File: src/rtl/sample_coder_pack.sv
// Multi-channel sample coder: encodes NCH channel bits per accepted sample into 2-bit
// symbols (raw or edge), packs SPW samples per word and queues words in an output FIFO.
module sample_coder_pack #(
   parameter int NCH        = 4,
   parameter int WORD_W     = 32,
   parameter int FIFO_DEPTH = 4,
   localparam int SYMW      = 2 * NCH,
   localparam int SPW       = WORD_W / SYMW,
   localparam int NSW       = $clog2(SPW) + 1,
   localparam int PW        = $clog2(FIFO_DEPTH)
) (
   input  logic              sys_clk,
   input  logic              sys_rst_n,
   input  logic              enable,
   input  logic              mode,
   input  logic              sample_stb,
   input  logic [NCH-1:0]    data,
   input  logic              flush,
   output logic [WORD_W-1:0] out_data,
   output logic [NSW-1:0]    out_nsamp,
   output logic              out_valid,
   input  logic              out_ready,
   output logic              overflow,
   input  logic              clr_overflow
);

   logic              accept;
   logic              eff_mode;
   logic              push;
   logic              pop;
   logic              full;
   logic              fifo_wr;
   logic [SYMW-1:0]   sym;
   logic [WORD_W-1:0] word_d;
   logic [NSW-1:0]    nsamp_d;
   logic [PW:0]       fill_d;
   logic              overflow_d;

   logic [WORD_W-1:0] acc_q;
   logic [NSW-1:0]    cnt_q;
   logic              mode_q;
   logic              primed_q;
   logic [NCH-1:0]    prev_q;
   logic [WORD_W-1:0] mem_word_q  [FIFO_DEPTH];
   logic [NSW-1:0]    mem_nsamp_q [FIFO_DEPTH];
   logic [PW-1:0]     wr_ptr_q;
   logic [PW-1:0]     rd_ptr_q;
   logic [PW:0]       fill_q;
   logic              overflow_q;

   // The first sample of a word is coded with the live mode input, the rest with the latched one.
   always_comb begin
      accept   = sample_stb & enable;
      eff_mode = (cnt_q == '0) ? mode : mode_q;
      sym      = '0;
      for (int i = 0; i < NCH; i++) begin
         sym[2*i]   = data[i];
         sym[2*i+1] = eff_mode & primed_q & (data[i] ^ prev_q[i]);
      end
      word_d  = acc_q;
      if (accept) begin
         word_d = acc_q | (WORD_W'(sym) << (int'(cnt_q) * SYMW));
      end
      nsamp_d = cnt_q + {{(NSW-1){1'b0}}, accept};
      push    = (accept && (cnt_q == NSW'(SPW - 1))) || (flush && (nsamp_d != '0));
   end

   always_comb begin
      full       = (fill_q == (PW+1)'(FIFO_DEPTH));
      pop        = out_valid & out_ready;
      fifo_wr    = push & (~full | pop);
      fill_d     = fill_q;
      if (fifo_wr && !pop) begin
         fill_d = fill_q + (PW+1)'(1);
      end else if (!fifo_wr && pop) begin
         fill_d = fill_q - (PW+1)'(1);
      end
      overflow_d = overflow_q;
      if (push && full && !pop) begin
         overflow_d = 1'b1;
      end else if (clr_overflow) begin
         overflow_d = 1'b0;
      end
   end

   always_ff @(posedge sys_clk or negedge sys_rst_n) begin
      if (!sys_rst_n) begin
         acc_q      <= '0;
         cnt_q      <= '0;
         mode_q     <= 1'b0;
         primed_q   <= 1'b0;
         prev_q     <= '0;
         wr_ptr_q   <= '0;
         rd_ptr_q   <= '0;
         fill_q     <= '0;
         overflow_q <= 1'b0;
      end else begin
         if (accept) begin
            prev_q   <= data;
            primed_q <= 1'b1;
         end else if (!enable) begin
            primed_q <= 1'b0;
         end
         if (accept && (cnt_q == '0)) begin
            mode_q <= mode;
         end
         // A completed word always restarts the accumulator, even when the FIFO drops it.
         if (push) begin
            acc_q <= '0;
            cnt_q <= '0;
         end else if (accept) begin
            acc_q <= word_d;
            cnt_q <= nsamp_d;
         end
         if (fifo_wr) begin
            wr_ptr_q <= wr_ptr_q + PW'(1);
         end
         if (pop) begin
            rd_ptr_q <= rd_ptr_q + PW'(1);
         end
         fill_q     <= fill_d;
         overflow_q <= overflow_d;
      end
   end

   always_ff @(posedge sys_clk) begin
      if (fifo_wr) begin
         mem_word_q[wr_ptr_q]  <= word_d;
         mem_nsamp_q[wr_ptr_q] <= nsamp_d;
      end
   end

   assign out_valid = (fill_q != '0);
   assign out_data  = out_valid ? mem_word_q[rd_ptr_q] : '0;
   assign out_nsamp = out_valid ? mem_nsamp_q[rd_ptr_q] : '0;
   assign overflow  = overflow_q;

endmodule

File: config.mk
export PLATFORM = sky130hd
export DESIGN_NAME = sample_coder_pack
export DESIGN_NICKNAME = d
export VERILOG_FILES = /design/src/rtl/sample_coder_pack.sv
export SDC_FILE = /design/constraint.sdc
export NUM_CORES = 1
export LEC_CHECK = 0
export CORE_MARGIN = 2
export CORE_UTILIZATION = 53
export DETAILED_ROUTE_END_ITERATION = 8
export GPL_TIMING_DRIVEN = 0
export PLACE_DENSITY = 0.76
export RECOVER_POWER = 100
export SETUP_SLACK_MARGIN = 0.1
export SYNTH_ARGS = -nofsm -noshare
export SYNTH_HDL_FRONTEND = slang
export SYNTH_SLANG_ARGS = --single-unit
File: constraint.sdc
create_clock -name sys_clk -period 2.5 [get_ports sys_clk]
set_input_delay 0.25 -clock sys_clk [delete_from_list [all_inputs] [get_ports sys_clk]]
set_output_delay 0.25 -clock sys_clk [all_outputs]
set_load 0.05 [all_outputs]
==> metrics.md, run 1 <==
| Metric | Value |
|---|---|
| CP max stage delay | `430 ps` |
| Kind of critical path | `flip-flop to flip-flop` |
| DIE HEIGHT | `123.0 um` |
| Num CTS Buffers | `17` |
| Max-cap violations | `0` |
| Final-report hold violation count | `0` |
| Die width | `123.0 um` |
| CP required | `2810 ps` |
| Final period util | `0.9911` |
| Sequential fraction of the synthesis area | `0.7231` |
| CTS Root Buffer Type | `clkbuf_16` |
| Ports | `49` |
| Synth area leaders | `edfxtp_1 56%, dfrtp_1 16%, mux4_2 10%` |
| Drt first pass iters | `5` |
| Antenna cells | `0` |
| Mean post-synth cell area | `18.36 um^2` |
| DR iter-0 viols | `239` |
| Non-Filler Instances | `680` |
| Average wire per standard cell | `20.66 um` |
| Share of cells above drive strength 1 | `0.2900` |
| PD cells | `1185 mW/mm^2` |
| Worst clock skew | `6.568 ps` |
| Max-slew headroom | `0.3764` |
| Worst skew pair latency | `430 ps` |
| Final min period | `2478 ps` |
| Top cell type's share of synthesized area | `0.5598` |
| Slowest cell on crit path | `fa_2` |
| EDFF count, synth | `140` |
| Cell count after synthesis | `409` |
| Critical path startpoint category | `flip-flop` |
| DIE AREA | `0.01514 mm^2` |
| Cell taking the most area after synthesis | `edfxtp_1` |
| Setup TNS | `0 ps` |
| Worst-path maximum fanout | `2` |
| Sequential cell area | `0.005434 mm^2` |
| Synth cell types | `36` |
| Max Root-Sink Buffers | `2` |
| RSZ-0062 raised after global routing | `true` |
| Starting density of the core | `0.5410` |
| DRC viols | `0` |
| Cell breakdown of the critical path | `and3_4 > ha_4 > xor2_4 > o41ai_4 > buf_4 > a21boi_4 > ha_2 > inv_2 > fa_2 > mux2_4` |
| CTS clock-pin slew for the worst setup and hold paths | `60 ps` |
| Post-Syn Nets | `428` |
| FP Rows | `43` |
| Vias in the first global route | `4056` |
| Actual slew at the worst max-slew pin | `935.4 ps` |
| Post-synthesis cell area | `0.007510 mm^2` |
| Via count of the routed design | `3788` |
| Hold Crit Class | `input pin to flip-flop` |
| Post-DR vias/cell | `5.571` |
| Most common cell in the netlist | `edfxtp_1` |
| CTS tree | `done` |
| CTS Sinks | `189` |
| Ys async rst share | `0.2593` |
| DP HPWL | `8605 um` |
| Outcome | `completed` |
| Multi-input combinational cell area | `0.002043 mm^2` |
| IO Port Bufs | `48` |
| Fillers | `999` |
| Core box area | `0.01388 mm^2` |
| Ys Warns | `0` |
| Endpoint class of the critical path | `flip-flop` |
| Post-route ant nets | `0` |
| Routability Congestion | `0.8353` |
| Largest net degree at the start of global routing | `38` |
| #FFs+latches synth | `189` |
| VDD IR max | `0.0005999 V` |
| Buffers & Inverters on Critical Path | `2` |
| GRT Util Overall | `0.2042` |
| First-pass GRT wire length | `22290 um` |
| Final #Nets | `506` |
| Crit path DAT | `2790 ps` |
| Total grt overflow | `0` |
| Ys flop type | `edfxtp_1` |
| H-tree levels | `4` |
| Initial antenna violation count | `0` |
| Synth cell count leaders | `140 x edfxtp_1, 64 x and2_1, 49 x dfrtp_1` |
| Fmax achieved | `403.6 MHz` |
| Placed Cells | `638` |
| Leak | `3.609 nW` |
| Area grow syn2layout | `18.29%` |
| Max-slew violation count | `0` |
| Critical path's top delay family | `adder cells` |
| # setup viols final | `0` |
| WL final | `14050 um` |
==> worst reg2reg max path: stages (launching register included) <==
cell      delay [ps]
dfrtp_1          400
and3_4           170
ha_4             170
xor2_4           160
o41ai_4          250
buf_4            200
a21boi_4          60
ha_2             190
inv_2             50
fa_2             430
mux2_4           280
==> cells by family after synthesis <==
family	synth area share
multiplexers	0.1155
buffers and inverters	0.01366
XOR/XNOR	0.01400
AO/OA/AOI/OAI	0.04149
adder cells (fa/ha/maj)	0.01266
flip-flops	0.7231
AND/OR/NAND/NOR	0.07964
==> worst paths after layout <==
check	from	to	slack (ps)	cells after the start
setup / recovery	cnt_q[0]$_DFFE_PN0P_	fill_q[1]$_DFFE_PN0P_	20	10
min in group asynchronous	sys_rst_n	acc_q[22]$_DFFE_PN0P_	370	2
hold reg to reg	fill_q[2]$_DFFE_PN0P_	fill_q[2]$_DFFE_PN0P_	480	1
hold / removal	enable	primed_q$_DFFE_PN0P_	310	2
setup reg to reg	cnt_q[0]$_DFFE_PN0P_	fill_q[1]$_DFFE_PN0P_	20	10
max in group asynchronous	sys_rst_n	rd_ptr_q[1]$_DFFE_PN0N_	710	3
==> what timing repair did <==
action	4_1_cts	5_1_grt
endpoints found under the hold margin	12	0
pin swaps	6	2
endpoints found under the setup margin	178	163
hold buffers	1	0
gates resized for setup	178	11
buffers inserted	7	3
==> where the power goes <==
part	total [mW]	internal, mW	switching (mW)
combinational	3.85	1.36	2.49
clock	2.82	1.68	1.15
sequential	3.86	3.71	0.144
==> per-stage QoR <==
stage          total power [mW]  area (um^2)    util  setup WS (ps)  hold WS [ps]
6_report                  10.52         8884  0.6400          22.18         313.1
4_1_cts                   10.57         8870  0.6390         -76.33         239.3
2_1_floorplan             6.785         7555       -          112.6        -45.59
5_1_grt                   10.98         8884  0.6400         -37.75         309.9
3_5_place_dp              8.014         8275  0.5962         -745.8         165.2
3_3_place_gp              7.947         8260  0.5951         -693.0         469.0
==> registers in the layout, indices dropped and copies added (netlist names), 2 cells and up <==
register	cells
cnt_q	3
fill_q	3
mem_word_q	128
rd_ptr_q	2
acc_q	32
mem_nsamp_q	12
wr_ptr_q	2
prev_q	4
==> routing by layer <==
metal  GRT usage  up-vias  routed length (um)
met5           0        -                   0
met4     0.07102        0                 235
met3     0.05673       25                 740
met2      0.3370       78                7128
met1      0.2635     1962                5947
li1            -     1723                   -
==> cell type report <==
class / count / area share
buffer: 16 / 0.01563
sequential: 189 / 0.6117
multi-input combinational: 198 / 0.2300
inverter: 5 / 0.002113
clock inverter: 14 / 0.02155
tap: 180 / 0.02535
timing repair buffer: 60 / 0.04535
clock buffer: 18 / 0.04831
==> cell usage in the layout, fill, tap and decap left out, drive strengths merged, types with 2 or more instances in the layout <==
cell type and n:
dfrtp 49, dlygate4sd2 8, clkinv 7, or2 2, clkdlybuf4s50 9, nor3 3, a21o 28, ha 6
inv 7, clkbuf 30, a41o 4, mux2 7, buf 46, or3 2, xor2 8, and2 64
xnor2 4, a21boi 2, nor4 4, mux4 35, nor2 2, nand3 3, nand2 6, bufinv 4
edfxtp 140, and3 9
(Power assumes the default switching activity.)
==> inputs of run 2 (changes only) <==
--- a/config.mk
+++ b/config.mk
@@ -5,6 +5,7 @@
 export SDC_FILE = /design/constraint.sdc
 export NUM_CORES = 1
 export LEC_CHECK = 0
+export CAP_MARGIN = 10
 export CORE_MARGIN = 2
 export CORE_UTILIZATION = 53
 export DETAILED_ROUTE_END_ITERATION = 8
@@ -12,6 +13,7 @@
 export PLACE_DENSITY = 0.76
 export RECOVER_POWER = 100
 export SETUP_SLACK_MARGIN = 0.1
+export SKIP_LAST_GASP = 1
 export SYNTH_ARGS = -nofsm -noshare
 export SYNTH_HDL_FRONTEND = slang
 export SYNTH_SLANG_ARGS = --single-unit
==> metrics.md, run 2 (synthesis gave the netlist of run 1 again) <==
| Metric | Value |
|---|---|
| Outcome | `completed` |
| Final-report hold violation count | `0 (unchanged)` |
| CTS tree | `done` |
| Min-delay src | `enable` |
| Worst clock skew | `6.930 ps (+0.3621 ps)` |
| Largest net degree at the start of global routing | `38 (unchanged)` |
| Kind of critical path | `flip-flop to flip-flop` |
| DRC viols | `0 (unchanged)` |
| CTS Sinks | `189 (unchanged)` |
| DIE HEIGHT | `123.0 um (unchanged)` |
| Placed cell areas | `0.008275 mm^2 (unchanged)` |
| Max-slew violation count | `0 (unchanged)` |
| Critical path startpoint category | `flip-flop` |
| Via count of the routed design | `3819 (+0.82%)` |
| GRT Util Overall | `0.2033 (-0.0009166)` |
| Die width | `123.0 um (unchanged)` |
| VDD IR max | `0.0005973 V (-0.44%)` |
| PD cells | `1180 mW/mm^2 (-0.38%)` |
| IO Port Bufs | `48 (unchanged)` |
| CP required | `2820 ps (about the same)` |
| Comb pwr share | `0.362 (-0.003)` |
| Hold Crit Class | `input pin to flip-flop` |
| Final #Nets | `507 (+0.20%)` |
| DP Worst Slack | `-745.8 ps (unchanged)` |
| Post-route ant nets | `0 (unchanged)` |
| WL final | `14070 um (+0.11%)` |
| P_int | `6.683 mW (-0.93%)` |
| Final period util | `0.9730 (-0.01815)` |
| RSZ-0062 raised after global routing | `true` |
| Switching Share | `0.3608 (+0.001730)` |
| DP HPWL | `8605 um (unchanged)` |
| Max-slew headroom | `0.3687 (-0.007672)` |
| Routability Congestion | `0.8353 (unchanged)` |
| Average wire per standard cell | `20.66 um (about the same)` |
| Top flop regs | `mem_word_q: 128 flops, acc_q: 32 flops, mem_nsamp_q: 12 flops` |
| Fillers | `1005 (+0.60%)` |
| Most common cell after layout, fill and taps aside | `edfxtp_1` |
| Drt first pass iters | `5 (unchanged)` |
| FP Rows | `43 (unchanged)` |
| Setup crit end | `fill_q[1]$_DFFE_PN0P_` |
| Num CTS Buffers | `17 (unchanged)` |
| Switching power | `3.772 mW (-0.18%)` |
| Actual slew at the worst max-slew pin | `939.7 ps (+4.279 ps)` |
| CP startpoint | `cnt_q[0]$_DFFE_PN0P_` |
| Starting density of the core | `0.5410 (unchanged)` |
| Max FFs per register | `128 (unchanged)` |
| Most frequent cells in the layout | `140 x edfxtp_1, 46 x dfrtp_1, 38 x and2_1` |
| R2R depth | `10 (unchanged)` |
| Slack of the worst reg-to-reg path | `70 ps (+50 ps)` |
| Worst-path maximum fanout | `2 (unchanged)` |
| CTS Root Buffer Type | `clkbuf_16` |
| Total grt overflow | `0 (unchanged)` |
| Final Cell Area | `0.008859 mm^2 (-0.28%)` |
| Leak | `3.580 nW (-0.79%)` |
| Flop pwr share | `0.369 (+0.003)` |
| Ports | `49 (unchanged)` |
| # setup viols final | `0 (unchanged)` |
| Area grow syn2layout | `17.96%` |
| Worst skew pair latency | `430 ps (about the same)` |
| Max Root-Sink Buffers | `2 (unchanged)` |
| Clock Power Share | `0.270 (+0.002)` |
| Fmax achieved | `411.1 MHz (+1.9%)` |
| DIE AREA | `0.01514 mm^2 (unchanged)` |
| First-pass GRT wire length | `22200 um (-0.40%)` |
| CTS clock-pin slew for the worst setup and hold paths | `60 ps (about the same)` |
| H-tree levels | `4 (unchanged)` |
| Max-cap violations | `0 (unchanged)` |
| Post-DR vias/cell | `5.608 (+0.67%)` |
| R2r endpoint | `fill_q[1]$_DFFE_PN0P_` |
| Core box area | `0.01388 mm^2 (unchanged)` |
| Initial antenna violation count | `0 (unchanged)` |
| Vias in the first global route | `4055 (-0.025%)` |
| PnR worst setup slack | `67.57 ps (+45.38 ps)` |
| Crit path DAT | `2750 ps (-40 ps)` |
| Final min period | `2432 ps (-45.38 ps)` |
| Largest Register | `mem_word_q` |
| Antenna cells | `0 (unchanged)` |
| DR iter-0 viols | `244 (+2.1%)` |
| Endpoint class of the critical path | `flip-flop` |
| Share of cells above drive strength 1 | `0.2814 (-0.008563)` |
| Reg2Reg Launch Point | `cnt_q[0]$_DFFE_PN0P_` |
## run 2: cell types whose count changed in the layout (fill, tap and decap cells not counted), moves of 2 or more
cell      delta
and2_0      +22
clkbuf_1     +4
buf_4        -2
and2_1      -22
buf_2       -23
clkbuf_2    +22
## run 2: worst min-delay path by stage
stage	slack, ps	endpoint	depth (start not counted)
after detailed placement	170	acc_q[22]$_DFFE_PN0P_	1
after global routing	320	primed_q$_DFFE_PN0P_	2
after CTS	240	acc_q[22]$_DFFE_PN0P_	2
final	320	primed_q$_DFFE_PN0P_	2
after floorplan	-50	acc_q[0]$_DFFE_PN0P_	0
after global placement	470	fill_q[2]$_DFFE_PN0P_	1
## run 2: metal layers
layer | up-vias | GRT usage | wire length (um)
met5 | - | 0 | 0
met4 | 0 | 0.07102 | 240
met3 | 20 | 0.05673 | 656
met2 | 85 | 0.3370 | 7195
met1 | 1993 | 0.2605 | 5975
li1 | 1721 | - | -
## run 2: critical path, stage by stage, from the launching register on
cell and delay (ps):
dfrtp_1 400, and3_4 170, ha_4 170, xor2_4 160, o41ai_4 230, buf_4 190, a21boi_4 60, ha_2 180
inv_1 60, fa_2 420, mux2_2 260
## run 2: power by group through the flow
stage	sequential (mW)	combinational, mW	clock [mW]
floorplan	3.86	2.93	0
global placement	3.87	4.08	0
detailed placement	3.89	4.13	0
CTS	3.86	3.85	2.85
global route	3.88	4.03	2.99
finish	3.86	3.78	2.82
## run 2: repair_timing
action | in CTS | in global routing
hold buffers | 1 | 0
resized for setup | 175 | 12
setup buffers | 7 | 4
pin swaps | 6 | 2
endpoints found under the hold margin | 12 | 0
endpoints found under the setup margin | 178 | 154
## run 2: final cells by class
class	instances	area [um^2]	area share
Multi-Input combinational cell	198	2039	0.2302
Buffer	16	120.1	0.01356
Sequential cell	189	5434	0.6134
Tap cell	180	225.2	0.02542
Timing Repair Buffer	61	400.4	0.04520
Inverter	5	18.77	0.002119
Clock buffer	18	429.2	0.04845
Clock inverter	14	191.4	0.02161
## run 2: through the flow
step           std cells  TNS (ps)  total power, mW  hold slack [ps]    util
2_1_floorplan        409         0            6.785           -45.59       -
3_3_place_gp         637   -116080            7.947            469.0  0.5951
3_5_place_dp         638   -115540            8.014            165.2  0.5962
4_1_cts              677    -76.33            10.56            239.3  0.6387
5_1_grt              681         0            10.90            321.4  0.6382
6_report             681         0            10.45            319.7  0.6382
==> inputs of run 3 (changes only) <==
--- a/config.mk
+++ b/config.mk
@@ -7,10 +7,10 @@
 export LEC_CHECK = 0
 export CAP_MARGIN = 10
 export CORE_MARGIN = 2
-export CORE_UTILIZATION = 53
+export CORE_UTILIZATION = 58
 export DETAILED_ROUTE_END_ITERATION = 8
 export GPL_TIMING_DRIVEN = 0
-export PLACE_DENSITY = 0.76
+export PLACE_DENSITY = 0.78
 export RECOVER_POWER = 100
 export SETUP_SLACK_MARGIN = 0.1
 export SKIP_LAST_GASP = 1
==> constraint.sdc (replaced) <==
create_clock -name sys_clk -period 2.3 [get_ports sys_clk]
set_input_delay 0.23 -clock sys_clk [delete_from_list [all_inputs] [get_ports sys_clk]]
set_output_delay 0.23 -clock sys_clk [all_outputs]
set_load 0.05 [all_outputs]
==> metrics.md, run 3 (synthesis gave the netlist of run 1 again) <==
| Metric | Value |
|---|---|
| Vias in the first global route | `4396 (+8.4%)` |
| Post-route ant nets | `0 (unchanged)` |
| First-pass GRT wire length | `24960 um (+12%)` |
| Cell breakdown of the critical path | `buf_6 > buf_6 > and3b_2 > o41ai_4 > buf_6 > a21boi_4 > ha_4 > inv_2 > fa_2 > mux2_4` |
| Hold Crit Class | `input pin to flip-flop` |
| Post-DR vias/cell | `5.961 (+6.3%)` |
| Most frequent cells in the layout | `140 x edfxtp_1, 45 x dfrtp_1, 38 x and2_1` |
| Placed Cells | `630 (-1.3%)` |
| Largest Register | `mem_word_q` |
| Worst skew pair latency | `430 ps (about the same)` |
| CP required | `2620 ps (-200 ps)` |
| Clock Power Share | `0.218 (-0.052)` |
| Slowest cell on crit path | `o41ai_4` |
| Failing checks | `negative setup slack` |
| Max-slew headroom | `0.1240 (-0.2447)` |
| Share of cells above drive strength 1 | `0.4004 (+0.1189)` |
| R2r endpoint | `fill_q[1]$_DFFE_PN0P_` |
| Kind of critical path | `flip-flop to flip-flop` |
| RSZ-0062 raised after global routing | `true` |
| CP max stage delay | `430 ps (about the same)` |
| Final-report hold violation count | `0 (unchanged)` |
| Outcome | `finished with violations` |
| Slack of the worst reg-to-reg path | `-260 ps (-330 ps)` |
| Starting density of the core | `0.5951 (+0.05407)` |
| Max-slew violation count | `0 (unchanged)` |
| Ports | `49 (unchanged)` |
| Non-Filler Instances | `714 (+4.8%)` |
| DR iter-0 viols | `397 (+63%)` |
| Routability Congestion | `0.8226 (-1.5%)` |
| Actual slew at the worst max-slew pin | `1314 ps (+374.3 ps)` |
| Antenna cells | `0 (unchanged)` |
| Max FFs per register | `128 (unchanged)` |
| CTS tree | `done` |
| DIE HEIGHT | `117.8 um (-4.3%)` |
| CP dominant cell by count | `buf_6` |
| Worst clock skew | `13.57 ps (+6.641 ps)` |
| Worst Hold Depth | `2 (unchanged)` |
| Area grow syn2layout | `31.46%` |
| Top flop regs | `mem_word_q: 128 flops, acc_q: 32 flops, mem_nsamp_q: 12 flops` |
| Largest net degree at the start of global routing | `36 (-5.3%)` |
| Drt first pass iters | `5 (unchanged)` |
| Switching power | `4.561 mW (+21%)` |
| Total power | `13.17 mW (+26%)` |
| Average wire per standard cell | `24.94 um (+21%)` |
| CTS Sinks | `189 (unchanged)` |
| Die width | `117.8 um (-4.3%)` |
| Initial antenna violation count | `0 (unchanged)` |
| Crit path DAT | `2880 ps (+130 ps)` |
| H-tree levels | `4 (unchanged)` |
| Hold EP | `primed_q$_DFFE_PN0P_` |
| CTS clock-pin slew for the worst setup and hold paths | `60 ps (about the same)` |
| Endpoint class of the critical path | `flip-flop` |
| Final period util | `1.115 (+0.1419)` |
| Final #Nets | `548 (+8.1%)` |
| Core box area | `0.01262 mm^2 (-9.1%)` |
| Reg2Reg Launch Point | `cnt_q[0]$_DFFE_PN0P_` |
| Via count of the routed design | `4256 (+11%)` |
| DIE AREA | `0.01387 mm^2 (-8.3%)` |
| IO Port Bufs | `48 (unchanged)` |
| FP Rows | `41 (-4.7%)` |
| Total grt overflow | `0 (unchanged)` |
| Final min period | `2564 ps (+131.8 ps)` |
| PD cells | `1334 mW/mm^2 (+13%)` |
| DP Worst Slack | `-1014 ps (-268.2 ps)` |
| DRC viols | `0 (unchanged)` |
| # setup viols final | `117 (+117)` |
| Num CTS Buffers | `17 (unchanged)` |
| Switching Share | `0.3463 (-0.01442)` |
| VDD IR max | `0.0007554 V (+26%)` |
| PnR worst setup slack | `-264.3 ps (-331.8 ps)` |
| Worst-path maximum fanout | `4 (+2)` |
| Max Root-Sink Buffers | `2 (unchanged)` |
| GRT Util Overall | `0.2481 (+0.04486)` |
| P_int | `8.607 mW (+29%)` |
| Critical path startpoint category | `flip-flop` |
| Most common cell after layout, fill and taps aside | `edfxtp_1` |
| Fmax achieved | `390.0 MHz (-5.1%)` |
| DP HPWL | `8714 um (+1.3%)` |
| Max-cap violations | `0 (unchanged)` |
| Min-delay src | `enable` |
| Leak | `4.048 nW (+13%)` |
| Comb pwr share | `0.461 (+0.099)` |
| CTS Root Buffer Type | `clkbuf_16` |
| WL final | `17810 um (+27%)` |
| Flop pwr share | `0.320 (-0.049)` |
| R2R depth | `10 (unchanged)` |
==> run 3: cell types whose count changed in the layout (fill, tap and decap cells not counted), sizes merged <==
cell / change
and2: +3
buf: +67
bufinv: -4
clkbuf: -12
clkdlybuf4s50: +1
clkinv: -6
dlygate4sd2: -6
dlygate4sd3: -1
inv: -1
==> run 3: how the worst max path moves through the flow <==
stage                    startpoint                     endpoint  slack, ps  cells past startpoint
4_1_cts        cnt_q[0]$_DFFE_PN0P_        fill_q[1]$_DFFE_PN0P_       -210                     10
6_report       cnt_q[0]$_DFFE_PN0P_        fill_q[1]$_DFFE_PN0P_       -260                     10
3_3_place_gp             sample_stb  mem_word_q[1][11]$_DFFE_PP_       -950                      8
3_5_place_dp             sample_stb  mem_word_q[3][11]$_DFFE_PP_      -1010                      8
2_1_floorplan  cnt_q[0]$_DFFE_PN0P_        fill_q[1]$_DFFE_PN0P_        -70                     10
5_1_grt        cnt_q[0]$_DFFE_PN0P_        fill_q[1]$_DFFE_PN0P_       -330                     10
==> run 3: stage by stage <==
step	utilization	cell area, um^2	setup TNS [ps]	hold WS [ps]
final	0.7823	9872	-3944	274.5
after global routing	0.7823	9872	-14330	283.8
after CTS	0.7361	9289	-2721	255.7
after detailed placement	0.6560	8278	-164790	247.0
after global placement	0.6548	8263	-171610	466.5
after floorplan	-	7567	-117.0	-65.59
==> run 3: power by group through the flow <==
stage          Clock [mW]  Combinational [mW]  Sequential [mW]
6_report             2.88                6.08             4.22
5_1_grt              3.01                6.31             4.24
4_1_cts              2.86                4.86             4.20
3_5_place_dp            0                4.50             4.23
3_3_place_gp            0                4.45             4.21
2_1_floorplan           0                3.19             4.19
==> run 3: layout make-up <==
cell class / count / area [um^2]
timing repair buffer: 99 / 1277
buffer: 16 / 180.2
clock inverter: 3 / 22.52
multi-input combinational: 201 / 2158
sequential: 189 / 5435
tap: 172 / 215.2
inverter: 5 / 18.77
clock buffer: 29 / 564.3
fill: 660 / 2748
==> run 3: worst max-delay path: cells and delay by family (launching register included) <==
kind | cells | cell delay (ps)
adder cells (fa/ha/maj) | 2 | 580
buffers and inverters | 4 | 460
AND/OR/NAND/NOR | 1 | 240
AO/OA/AOI/OAI | 2 | 500
multiplexers | 1 | 290
flip-flops | 1 | 380
==> run 3: per-layer routing <==
layer | share of wire | global-route usage | up-vias
li1 | - | - | 1812
met1 | 0.38 | 0.3135 | 2221
met2 | 0.53 | 0.4092 | 183
met3 | 0.059 | 0.05184 | 40
met4 | 0.036 | 0.1303 | 0
met5 | 0 | 0 | -
==> run 3: timing repair <==
action | 4_1_cts | 5_1_grt
pin swaps | 9 | 14
endpoints found under the setup margin | 178 | 219
hold buffers | 1 | 0
cloned | 4 | 9
setup buffers | 28 | 14
resized for setup | 240 | 131
hold endpoints to repair | 21 | 0
